[src/rtl/stream_pixel_packer_pkg.sv]
// Shared types and sizing helpers for the camera pixel packer and its stream output stage.
package stream_pixel_packer_pkg;

  typedef enum logic [1:0] {
    IDLE,
    WAIT_SOF,
    PACK
  } state_t;

  localparam int DROP_W = 16;

  function automatic int pack_ratio(input int wb_dw, input int pix_dw);
    return wb_dw / pix_dw;
  endfunction

  // A single-lane configuration still needs a 1-bit lane index to keep vectors legal.
  function automatic int lane_width(input int ratio);
    return (ratio > 1) ? $clog2(ratio) : 1;
  endfunction

endpackage

[src/rtl/stream_out_reg.sv]
// Single-entry valid/ready holding register; load_ok tells the producer whether a load will land.
module stream_out_reg #(
  parameter int DW = 32
) (
  input  logic          clk,
  input  logic          rst,
  input  logic          load,
  input  logic [DW-1:0] load_data,
  output logic [DW-1:0] data,
  output logic          valid,
  input  logic          ready,
  output logic          load_ok
);

  // Accepting a new word in the same cycle the old one leaves gives full throughput.
  assign load_ok = !valid || ready;

  always_ff @(posedge clk) begin
    if (rst) begin
      valid <= 1'b0;
      data  <= '0;
    end else if (load && load_ok) begin
      valid <= 1'b1;
      data  <= load_data;
    end else if (ready) begin
      valid <= 1'b0;
    end
  end

endmodule

[src/rtl/stream_pixel_packer.sv]
// Packs a non-stallable camera pixel bus into wide stream words, gated to whole frames,
// dropping and counting words instead of stalling when the downstream stream is blocked.
module stream_pixel_packer
  import stream_pixel_packer_pkg::*;
#(
  parameter int PIX_DW      = 16,
  parameter int WB_DW       = 32,
  parameter int FRAME_WORDS = 163840,
  parameter int CNT_W       = 18
) (
  input  logic              clk,
  input  logic              rst,
  input  logic              enable_i,
  input  logic [PIX_DW-1:0] pix_data_i,
  input  logic              pix_valid_i,
  input  logic              pix_sof_i,
  output logic [WB_DW-1:0]  stream_m_data_o,
  output logic              stream_m_valid_o,
  input  logic              stream_m_ready_i,
  output logic              frame_done_o,
  output logic              overflow_o,
  output logic [15:0]       drop_cnt_o,
  output logic              busy_o
);

  localparam int RATIO  = pack_ratio(WB_DW, PIX_DW);
  localparam int LANE_W = lane_width(RATIO);
  localparam logic [LANE_W-1:0] LAST_LANE = LANE_W'(RATIO - 1);
  localparam logic [CNT_W-1:0]  FRAME_LEN = CNT_W'(FRAME_WORDS);

  state_t              state, state_next;
  logic [LANE_W-1:0]   lane, wr_lane;
  logic [CNT_W-1:0]    word_cnt, cnt_base, cnt_next;
  logic [WB_DW-1:0]    pack_buf, word;
  logic                wr_en, resync, word_done, last_word, load_ok;
  logic                clear_stats, drop_word;
  logic                frame_done_q, overflow_q;
  logic [DROP_W-1:0]   drop_q, drop_next;
  logic [1:0]          drop_inc;
  logic [DROP_W:0]     drop_sum;

  // A SOF pixel always lands in lane 0 with the word count restarted, whether it opens a
  // frame or resynchronises one in progress.
  always_comb begin
    state_next  = state;
    wr_en       = 1'b0;
    wr_lane     = '0;
    cnt_base    = word_cnt;
    resync      = 1'b0;
    clear_stats = 1'b0;
    case (state)
      IDLE: begin
        if (enable_i) begin
          state_next  = WAIT_SOF;
          clear_stats = 1'b1;
        end
      end
      WAIT_SOF: begin
        if (!enable_i) begin
          state_next = IDLE;
        end else if (pix_valid_i && pix_sof_i) begin
          wr_en      = 1'b1;
          cnt_base   = '0;
          state_next = PACK;
        end
      end
      PACK: begin
        if (pix_valid_i) begin
          wr_en = 1'b1;
          if (pix_sof_i) begin
            resync   = 1'b1;
            cnt_base = '0;
          end else begin
            wr_lane = lane;
          end
        end
      end
      default: state_next = IDLE;
    endcase

    word = pack_buf;
    if (wr_en) begin
      word[wr_lane*PIX_DW +: PIX_DW] = pix_data_i;
    end
    word_done = wr_en && (wr_lane == LAST_LANE);
    cnt_next  = cnt_base + 1'b1;
    last_word = word_done && (cnt_next == FRAME_LEN);
    if (last_word) begin
      state_next = enable_i ? WAIT_SOF : IDLE;
    end
    drop_word = word_done && !load_ok;
  end

  // Both a discarded partial word and a blocked complete word count as drops; saturate at all-ones.
  always_comb begin
    drop_inc  = {1'b0, resync} + {1'b0, drop_word};
    drop_sum  = {1'b0, drop_q} + {{(DROP_W - 1){1'b0}}, drop_inc};
    drop_next = drop_sum[DROP_W] ? '1 : drop_sum[DROP_W-1:0];
  end

  // frame_done follows camera timing, so it pulses even when the final word itself is dropped.
  always_ff @(posedge clk) begin
    if (rst) begin
      state        <= IDLE;
      lane         <= '0;
      word_cnt     <= '0;
      pack_buf     <= '0;
      frame_done_q <= 1'b0;
      overflow_q   <= 1'b0;
      drop_q       <= '0;
    end else begin
      state        <= state_next;
      frame_done_q <= last_word;
      if (wr_en) begin
        pack_buf <= word;
        lane     <= word_done ? '0 : wr_lane + 1'b1;
        word_cnt <= word_done ? (last_word ? '0 : cnt_next) : cnt_base;
      end
      if (clear_stats) begin
        overflow_q <= 1'b0;
        drop_q     <= '0;
      end else begin
        if (resync || drop_word) begin
          overflow_q <= 1'b1;
        end
        drop_q <= drop_next;
      end
    end
  end

  stream_out_reg #(
    .DW(WB_DW)
  ) u_out_reg (
    .clk      (clk),
    .rst      (rst),
    .load     (word_done),
    .load_data(word),
    .data     (stream_m_data_o),
    .valid    (stream_m_valid_o),
    .ready    (stream_m_ready_i),
    .load_ok  (load_ok)
  );

  assign frame_done_o = frame_done_q;
  assign overflow_o   = overflow_q;
  assign drop_cnt_o   = drop_q;
  assign busy_o       = (state == PACK) || stream_m_valid_o;

endmodule

[config.mk]
export PLATFORM = sky130hd
export DESIGN_NAME = stream_pixel_packer
export DESIGN_NICKNAME = d
export VERILOG_FILES = /design/src/rtl/stream_pixel_packer_pkg.sv /design/src/rtl/stream_out_reg.sv /design/src/rtl/stream_pixel_packer.sv
export SDC_FILE = /design/constraint.sdc
export NUM_CORES = 1
export LEC_CHECK = 0
export CORE_ASPECT_RATIO = 0.5
export CORE_UTILIZATION = 24
export CTS_CLUSTER_DIAMETER = 50
export DETAILED_ROUTE_END_ITERATION = 12
export PLACE_DENSITY = 0.41
export SETUP_SLACK_MARGIN = 0.1
export SLEW_MARGIN = 20
export SYNTH_ARGS = -nofsm -noshare
export SYNTH_HDL_FRONTEND = slang
export SYNTH_HIERARCHICAL = 1
export SYNTH_SLANG_ARGS = --single-unit
[constraint.sdc]
create_clock -name clk -period 6.1 [get_ports clk]
set_input_delay 0.915 -clock clk [delete_from_list [all_inputs] [get_ports clk]]
set_output_delay 0.915 -clock clk [all_outputs]
set_load 0.01 [all_outputs]
==> results.md, run 1 <==
- The flow ran to the end, and the final reports show no timing, DRC or antenna violations.
- The count of final hold-check violations is 0.
- The die covers 21900 um2.
- The antenna violation net count after detailed routing is 0.
- Setup violations remaining at the end of the flow were counted as 0.
- The portion of netlist area occupied by mux cells is 0.0435.
- The detail-routed via count per cell is 4.54.
- The transition at the pin with the smallest max-transition slack is 0.933 ns.
- The compound-cell area share of the yosys netlist was 0.202.
- The die extent in x is 208 um.
- The number of inserted diodes is 0.
- For this block, the routed nets add up to 12900 um of wire.
- Setup slack on the worst reg-to-reg path comes out at 1.85 ns.
- The power density relative to cell area is 209 nW/um2.
- The portion of total power attributed to the clock network is 0.441.
- After clock tree synthesis, the repair step resized 0 gates.
- A synthesized cell averages 8.71 um2.
- The number of nets in the synthesized netlist is 614.
- Static timing analysis puts the maximum clock frequency at 211 MHz.
- The portion of the post-synthesis area used by sequential elements is 0.409.
- The number of design-rule violations left by the first detailed-router iteration is 170.
- The final max-slew violation count was 0.
- The height of the die is 105 um.
- The multi-input combinational cells in the finished layout cover a total of 2750 um2.
- The DRC violations left is 0.
- The floorplan has 37 rows.
- The net count of the finished layout is 659.
- The filler cell count is 2196.
- The initial antenna violation count is 0.
- For the worst-skew pair, the clock arrives at the later sink with an insertion delay of 0.35 ns.
- The maximum fanout encountered on the critical timing path is 19.
- Data arrives at the worst endpoint at 4.98 ns.
- The flop and latch count out of synthesis is 104.
- The share of total power consumed by net switching is 0.245.
- The H-tree was split into 3 levels.
- The buffer type at the clock tree root is sky130_fd_sc_hd__clkbuf_16.
- The post-synthesis simple-gate area fraction is 0.244.
- Setup repair after global routing left no endpoint under its margin.
- Yosys printed 6 warnings.
- Summed over all layers, the global routing overflow is 0.
- Input and output buffers added on the ports amount to 73.
- In the final layout, flip-flops and latches occupy 2080 um2.
- The worst max-slew margin expressed relative to the limit is 0.377.
- The number of sinks on the clock net is 104.
- On the final layout, the worst clock skew is 0.0124 ns.
- The global-route usage over all layers is 0.120.
- Entering global routing, the biggest net connects 87 pins.
- The effective utilization at floorplan is 0.246.
- The via total after detailed routing is 4120.
- The cell area after technology mapping is 5100 um2.
- The first detailed-routing pass ran for 4 iterations.
- The reported max-cap violation count is 0.
- The number of hold-repair buffers added at the cts stage is 0.
- After technology mapping, the gate count stands at 585.
- The most used flip-flop cell after synthesis is sky130_fd_sc_hd__dfxtp_1.
- The logic gate share of total power is 0.040.
- Counting along the longest clock path gives a buffer depth of 2.
- The placeable core area is 20700 um2.
- Ranked by total cell area, the synthesized netlist is headed by sky130_fd_sc_hd__dfxtp_1 (41%), sky130_fd_sc_hd__nand2_1 (5.3%), sky130_fd_sc_hd__a21bo_2 (5.1%), sky130_fd_sc_hd__a21oi_1 (5.1%), sky130_fd_sc_hd__nand3_1 (4.4%).
- The class of the most critical hold timing path is reg -> reg.
- The end-of-flow core utilization is 0.303.
- Post-CTS timing repair inserted 0 buffers for setup.
- Summed over all cells, the static leakage comes to 0.00227 uW.
- The post-route clock period utilization is 0.777.
- The share of layout cells above drive strength 1 is 0.132.
- The largest total area in the synthesized netlist belongs to sky130_fd_sc_hd__dfxtp_1.
- The library cell used most frequently in the layout, excluding fill and tap cells, is sky130_fd_sc_hd__dfxtp_1.
- The TritonCTS clock tree is yes.
- The post-synthesis adder-cell area fraction is 0.0187.
- The total clock buffers created by CTS is 9.
- The worst setup path is launched from an input port.
- For this design the top-level I/O count stands at 74.
- Of the post-synthesis cell area, the dominant cell type holds 0.409.
- The first global-routing pass estimated 21100 um of wire.
- For the worst setup path, the data required time is 6.34 ns.
- The clock-pin slew of the registers on the worst-case setup and hold paths is 0.08 ns.
- The worst setup path is of the in -> reg kind.
- The internal power of the cells totals 989 uW.
- The critical path endpoint category is a flop.
- The post-synthesis xor/xnor area fraction is 0.0309.
- The number of non-filler instances in the completed layout is 908.
- Dividing the detail-routed wire length by the instance count gives 14.2 um.
- The HPWL after detailed placement is 8570 um.
- After synthesis, the share of flip-flops with an asynchronous set or reset is 0.
- Including well taps, the total number of placed cells is 892.
- Summed over all failing endpoints, the final setup total negative slack is 0 ns.
- The area growth from synthesis to layout is 22.9%.
- For this design the total switching power over the nets is 321 uW.
- Of the total power, registers draw 0.519.
- By area, the combinational part of the netlist is dominated by simple AND/OR/NAND/NOR gates.
- The via count of the first global-routing pass is 3949.
- In the layout the commonest cells are sky130_fd_sc_hd__dfxtp_1 (104), sky130_fd_sc_hd__nand2_1 (72), sky130_fd_sc_hd__clkdlybuf4s50_1 (72).
- The number of library cell types mapped by synthesis is 60.
- The highest ir drop seen on vdd is 105 uV.
- The synthesized design contains 0 enable-type register cells.
- Routability-driven placement finished with a final weighted congestion of 0.793.
- Subtracting the final worst setup slack from the clock period gives 4.74 ns.
[critical path, cell delays in order]
cell	delay, ns
sky130_fd_sc_hd__clkdlybuf4s50_1	0.51
sky130_fd_sc_hd__nand2_1	0.15
sky130_fd_sc_hd__a21oi_1	0.06
sky130_fd_sc_hd__o21ai_0	0.38
sky130_fd_sc_hd__and2_1	0.22
sky130_fd_sc_hd__ha_1	0.35
sky130_fd_sc_hd__and4_1	0.33
sky130_fd_sc_hd__nand4_2	0.19
sky130_fd_sc_hd__nor2_1	0.26
sky130_fd_sc_hd__mux2_2	0.40
sky130_fd_sc_hd__nor4b_4	0.33
sky130_fd_sc_hd__a2bb2oi_4	0.47
sky130_fd_sc_hd__nor2_1	0.11
sky130_fd_sc_hd__a211o_1	0.27
[logic make-up (layout without fill, tap and decap cells)]
group	after synthesis	count (layout)
AND/OR/NAND/NOR	239	239
AO/OA/AOI/OAI	141	141
flip-flops	104	104
buffers and inverters	56	106
multiplexers	20	20
XOR/XNOR	18	18
adder cells (fa/ha/maj)	7	7
[cells in the mapped netlist, drive strengths merged (6+ instances only)]
library cell  number
nand2             72
xor2               6
nand3             45
buf               26
ha                 6
clkbuf            17
a21o               7
nand4              8
nor2              29
nor2b             35
mux2              17
o21ai             12
a21bo             32
dfxtp            104
xnor2             12
and3               7
inv               13
nor3              12
a21oi             58
[per-stage QoR]
step	worst slack, ns	hold slack, ns	instance area, um2	power (uW)
4_1_cts	1.37	0.481	6260	1340
3_3_place_gp	1.14	0.480	5980	750
2_1_floorplan	1.97	0.464	5100	724
3_5_place_dp	1.01	0.468	5980	749
5_1_grt	1.05	0.493	6260	1370
6_report	1.36	0.480	6260	1310
[registers in the layout, indices dropped and copies added (netlist names)]
register,cells
lane,1
drop_cnt_o,16
pack_buf,32
word_cnt,18
state,2
u_out_reg/valid,1
overflow_o,1
frame_done_o,1
u_out_reg/data,32
[final cells by class]
class                           instances  area share
Inverter                               13     0.00779
Multi-Input combinational cell        425       0.439
Tap cell                              273      0.0545
Clock buffer                            9      0.0360
Clock inverter                          7     0.00999
Sequential cell                       104       0.332
Timing Repair Buffer                   77       0.121
[worst paths after layout]
check / startpoint / to / cells after the start
worst min register to register: overflow_o$_SDFFE_PP0P_ / overflow_o$_SDFFE_PP0P_ / 2
worst min-delay path: overflow_o$_SDFFE_PP0P_ / overflow_o$_SDFFE_PP0P_ / 2
worst max-delay path: pix_valid_i / word_cnt[4]$_SDFFE_PP0P_ / 14
worst max register to register: state[0]$_SDFFE_PP0P_ / word_cnt[4]$_SDFFE_PP0P_ / 14
[power groups by stage]
stage               combinational, uW  clock (uW)  sequential (uW)
finish                           52.4         578              681
global route                     57.7         627              681
CTS                              53.1         603              681
detailed placement               52.7           0              697
global placement                 53.1           0              697
floorplan                        27.7           0              696
[routing by layer]
| metal | GRT usage | vias up | routed length, um |
|---|---|---|---|
| li1 | - | 2118 | - |
| met1 | 0.160 | 1957 | 6510 |
| met2 | 0.194 | 43 | 5960 |
| met3 | 0.0313 | 2 | 401 |
| met4 | 0.0206 | 0 | 46 |
| met5 | 0 | - | 0 |
Power figures use the tool's default switching activity.
==> inputs of run 2 (changes only) <==
Clock period 6.1 ns to 4.7 ns, I/O delays scaled along.
==> results.md, run 2 (same netlist as run 1, synthesis figures left out) <==
- After global routing the overflow that remains totals 0.
- The final layout contains 664 nets.
- The total clock buffers created by CTS is 9.
- Dividing the final minimum period by the clock period gives 0.909.
- The final max-slew violation count came to 0.
- The most used routing layer in global routing is met2.
- The tree built by TritonCTS fans out to 104 sinks.
- The clock reaches the later pin of the worst-skew pair after 0.35 ns.
- The tree is rooted in a sky130_fd_sc_hd__clkbuf_16.
- The detailed-route wire length per cell is 13.9 um.
- Clock-pin slew was measured on the worst setup and hold paths at 0.07 ns.
- For this design the static power due to leakage is 0.00229 uW.
- The met2 routing resource usage after global routing is 0.191.
- The number of hold-repair buffers added at the cts stage is 0.
- VDD sags by at most 178 uV.
- The H-tree depth is 3.
- Using the TritonRoute via totals, the vias-per-cell ratio works out to 4.57.
- Once the clock tree was built, the setup fixing pass inserted 0 buffers.
- The critical register-to-register path startpoint is state[0]$_SDFFE_PP0P_.
- The wire length of the first global-routing pass is 21000 um.
- The count of nets left with antenna violations once routing finished came out at 0.
- Data on the critical path is required at its endpoint by 4.90 ns.
- The met1 track utilization from global routing is 0.157.
- The setup TNS after final layout is 0 ns.
- The height of the die is 105 um.
- Gates resized during post-CTS repair numbered 0.
- The total wirelength of the detailed-routed design is 12700 um.
- For this configuration, the core starts out at a cell density of 0.246.
- The core region is 20700 um2.
- Setup repair after global routing left no endpoint under its margin.
- Input and output buffers added on the ports amount to 73.
- The worst path in the final design needs a cycle of 4.27 ns, including I/O delays and setup.
- The placer's final routability congestion estimate is 0.741.
- For this design the ratio of total power to cell area is 267 nW/um2.
- The TritonCTS clock tree is yes.
- The HPWL after detailed placement is 8510 um.
- The met3 usage is 0.0334.
- The library cell used most frequently in the layout, excluding fill and tap cells, is sky130_fd_sc_hd__dfxtp_1.
- The origin of the worst min-delay path is overflow_o$_SDFFE_PP0P_.
- The initialized floorplan defines 37 standard-cell rows.
- The worst max-slew margin expressed relative to the limit is 0.337.
- The final worst clock skew is 0.00840 ns.
- The global-route usage over all layers is 0.120.
- The worst-case clock buffer depth is 2.
- The maximum fanout encountered on the critical timing path is 7.
- The detailed router placed 4170 vias in this run.
- The class of the most critical hold timing path is reg -> reg.
- The arrival time at the worst endpoint is 4.47 ns.
- In the layout the commonest cells are sky130_fd_sc_hd__dfxtp_1 (104), sky130_fd_sc_hd__nand2_1 (72), sky130_fd_sc_hd__clkdlybuf4s50_1 (72).
- The share of layout cells above drive strength 1 is 0.136.
- The initial antenna violation count came to 0.
- The number of inserted diodes is 0.
- The worst hold-check slack is 0.474 ns.
- The largest single stage delay on the critical path is 0.57 ns.
- The pin count of the biggest net entering global routing is 88.
- After detailed routing, the number of remaining DRC violations is 0.
- The filler cells instantiated in the layout total 2183.
- For this design the top-level I/O count stands at 74.
- In this run the horizontal extent of the chip is 208 um.
- The largest registers in the layout are pack_buf (32), u_out_reg/data (32), word_cnt (18).
- After the first detailed-routing iteration, the DRC count stood at 227.
- STA classifies the critical path startpoint as an input port.
- The via count of the first global-routing pass was 3954.
- The critical path goes through clkdlybuf4s50_1, nand2_1, a21oi_1, o21ai_0, and2_1, ha_1, and4_1, nand4_2, nor2_1, mux2_2, nor4b_4, a21boi_0, a2111oi_0.
- The overall die area is 21900 um2.
- The worst setup path is of the in -> reg kind.
- Derived from the worst setup path, the maximum achievable clock frequency is 234 MHz.
- The slowest stage of the critical path belongs to the cell sky130_fd_sc_hd__a21boi_0.
- STA classifies the critical path endpoint as a flop.
- The most critical setup path has its startpoint at pix_valid_i.
- The run finished with clean final reports.
- The count of final hold-check violations is 0.
- The number of failing setup endpoints in the final timing report is 0.
- The area overhead of the layout relative to synthesis is 23.6%.
- The tool flagged a number of max-cap violations equal to 0.
- The count of TritonRoute iterations in the first routing pass is 4.
- For the pin with the worst max-slew slack, the measured transition is 0.993 ns.
run 2: changes by cell type in the layout (fill, tap and decap cells not counted), sizes merged:
cell,change
inv,-3
buf,+5
clkbuf,+3
run 2: final timing paths:
check / end / slack [ns] / depth (start not counted)
hold reg to reg: overflow_o$_SDFFE_PP0P_ / 0.47 / 2
setup / recovery: word_cnt[1]$_SDFFE_PP0P_ / 0.43 / 13
setup reg to reg: word_cnt[1]$_SDFFE_PP0P_ / 0.71 / 13
hold / removal: overflow_o$_SDFFE_PP0P_ / 0.47 / 2
run 2: worst max-delay path, delay by kind of cell:
kind | cells | cell delay [ns]
adder cells (fa/ha/maj) | 1 | 0.19
buffers and inverters | 1 | 0.52
multiplexers | 1 | 0.41
AO/OA/AOI/OAI | 4 | 1.19
AND/OR/NAND/NOR | 6 | 1.46
run 2: where the power goes:
| group | total [uW] | switching [uW] | internal (uW) |
|---|---|---|---|
| sequential | 884 | 1.07 | 882 |
| combinational | 68.1 | 39.9 | 28.2 |
| clock | 730 | 347 | 383 |
run 2: layout make-up:
cell class / count / area (um2) / area share
multi-input cells: 425 / 2750 / 0.436
flip-flops and latches: 104 / 2080 / 0.331
repair buffers: 82 / 793 / 0.126
well taps: 273 / 342 / 0.0542
clock buffers: 12 / 246 / 0.0391
inverters: 13 / 48.8 / 0.00775
clock inverters: 4 / 37.5 / 0.00596
run 2: per-layer routing:
layer  share of wire  up-vias
li1                -     2136
met1            0.49     1978
met2            0.46       46
met3           0.033       10
met4           0.013        0
met5               0        -
run 2: metrics by stage:
step / power (uW) / std cells / cell area [um2] / utilization / setup slack (ns)
after CTS: 1720 / 913 / 6300 / 0.304 / 0.462
after global routing: 1760 / 913 / 6300 / 0.304 / 0.164
final: 1680 / 913 / 6300 / 0.304 / 0.426
after floorplan: 940 / 585 / 5100 / - / 0.781
after global placement: 974 / 897 / 6010 / 0.291 / 0.315
after detailed placement: 973 / 897 / 6010 / 0.291 / 0.127
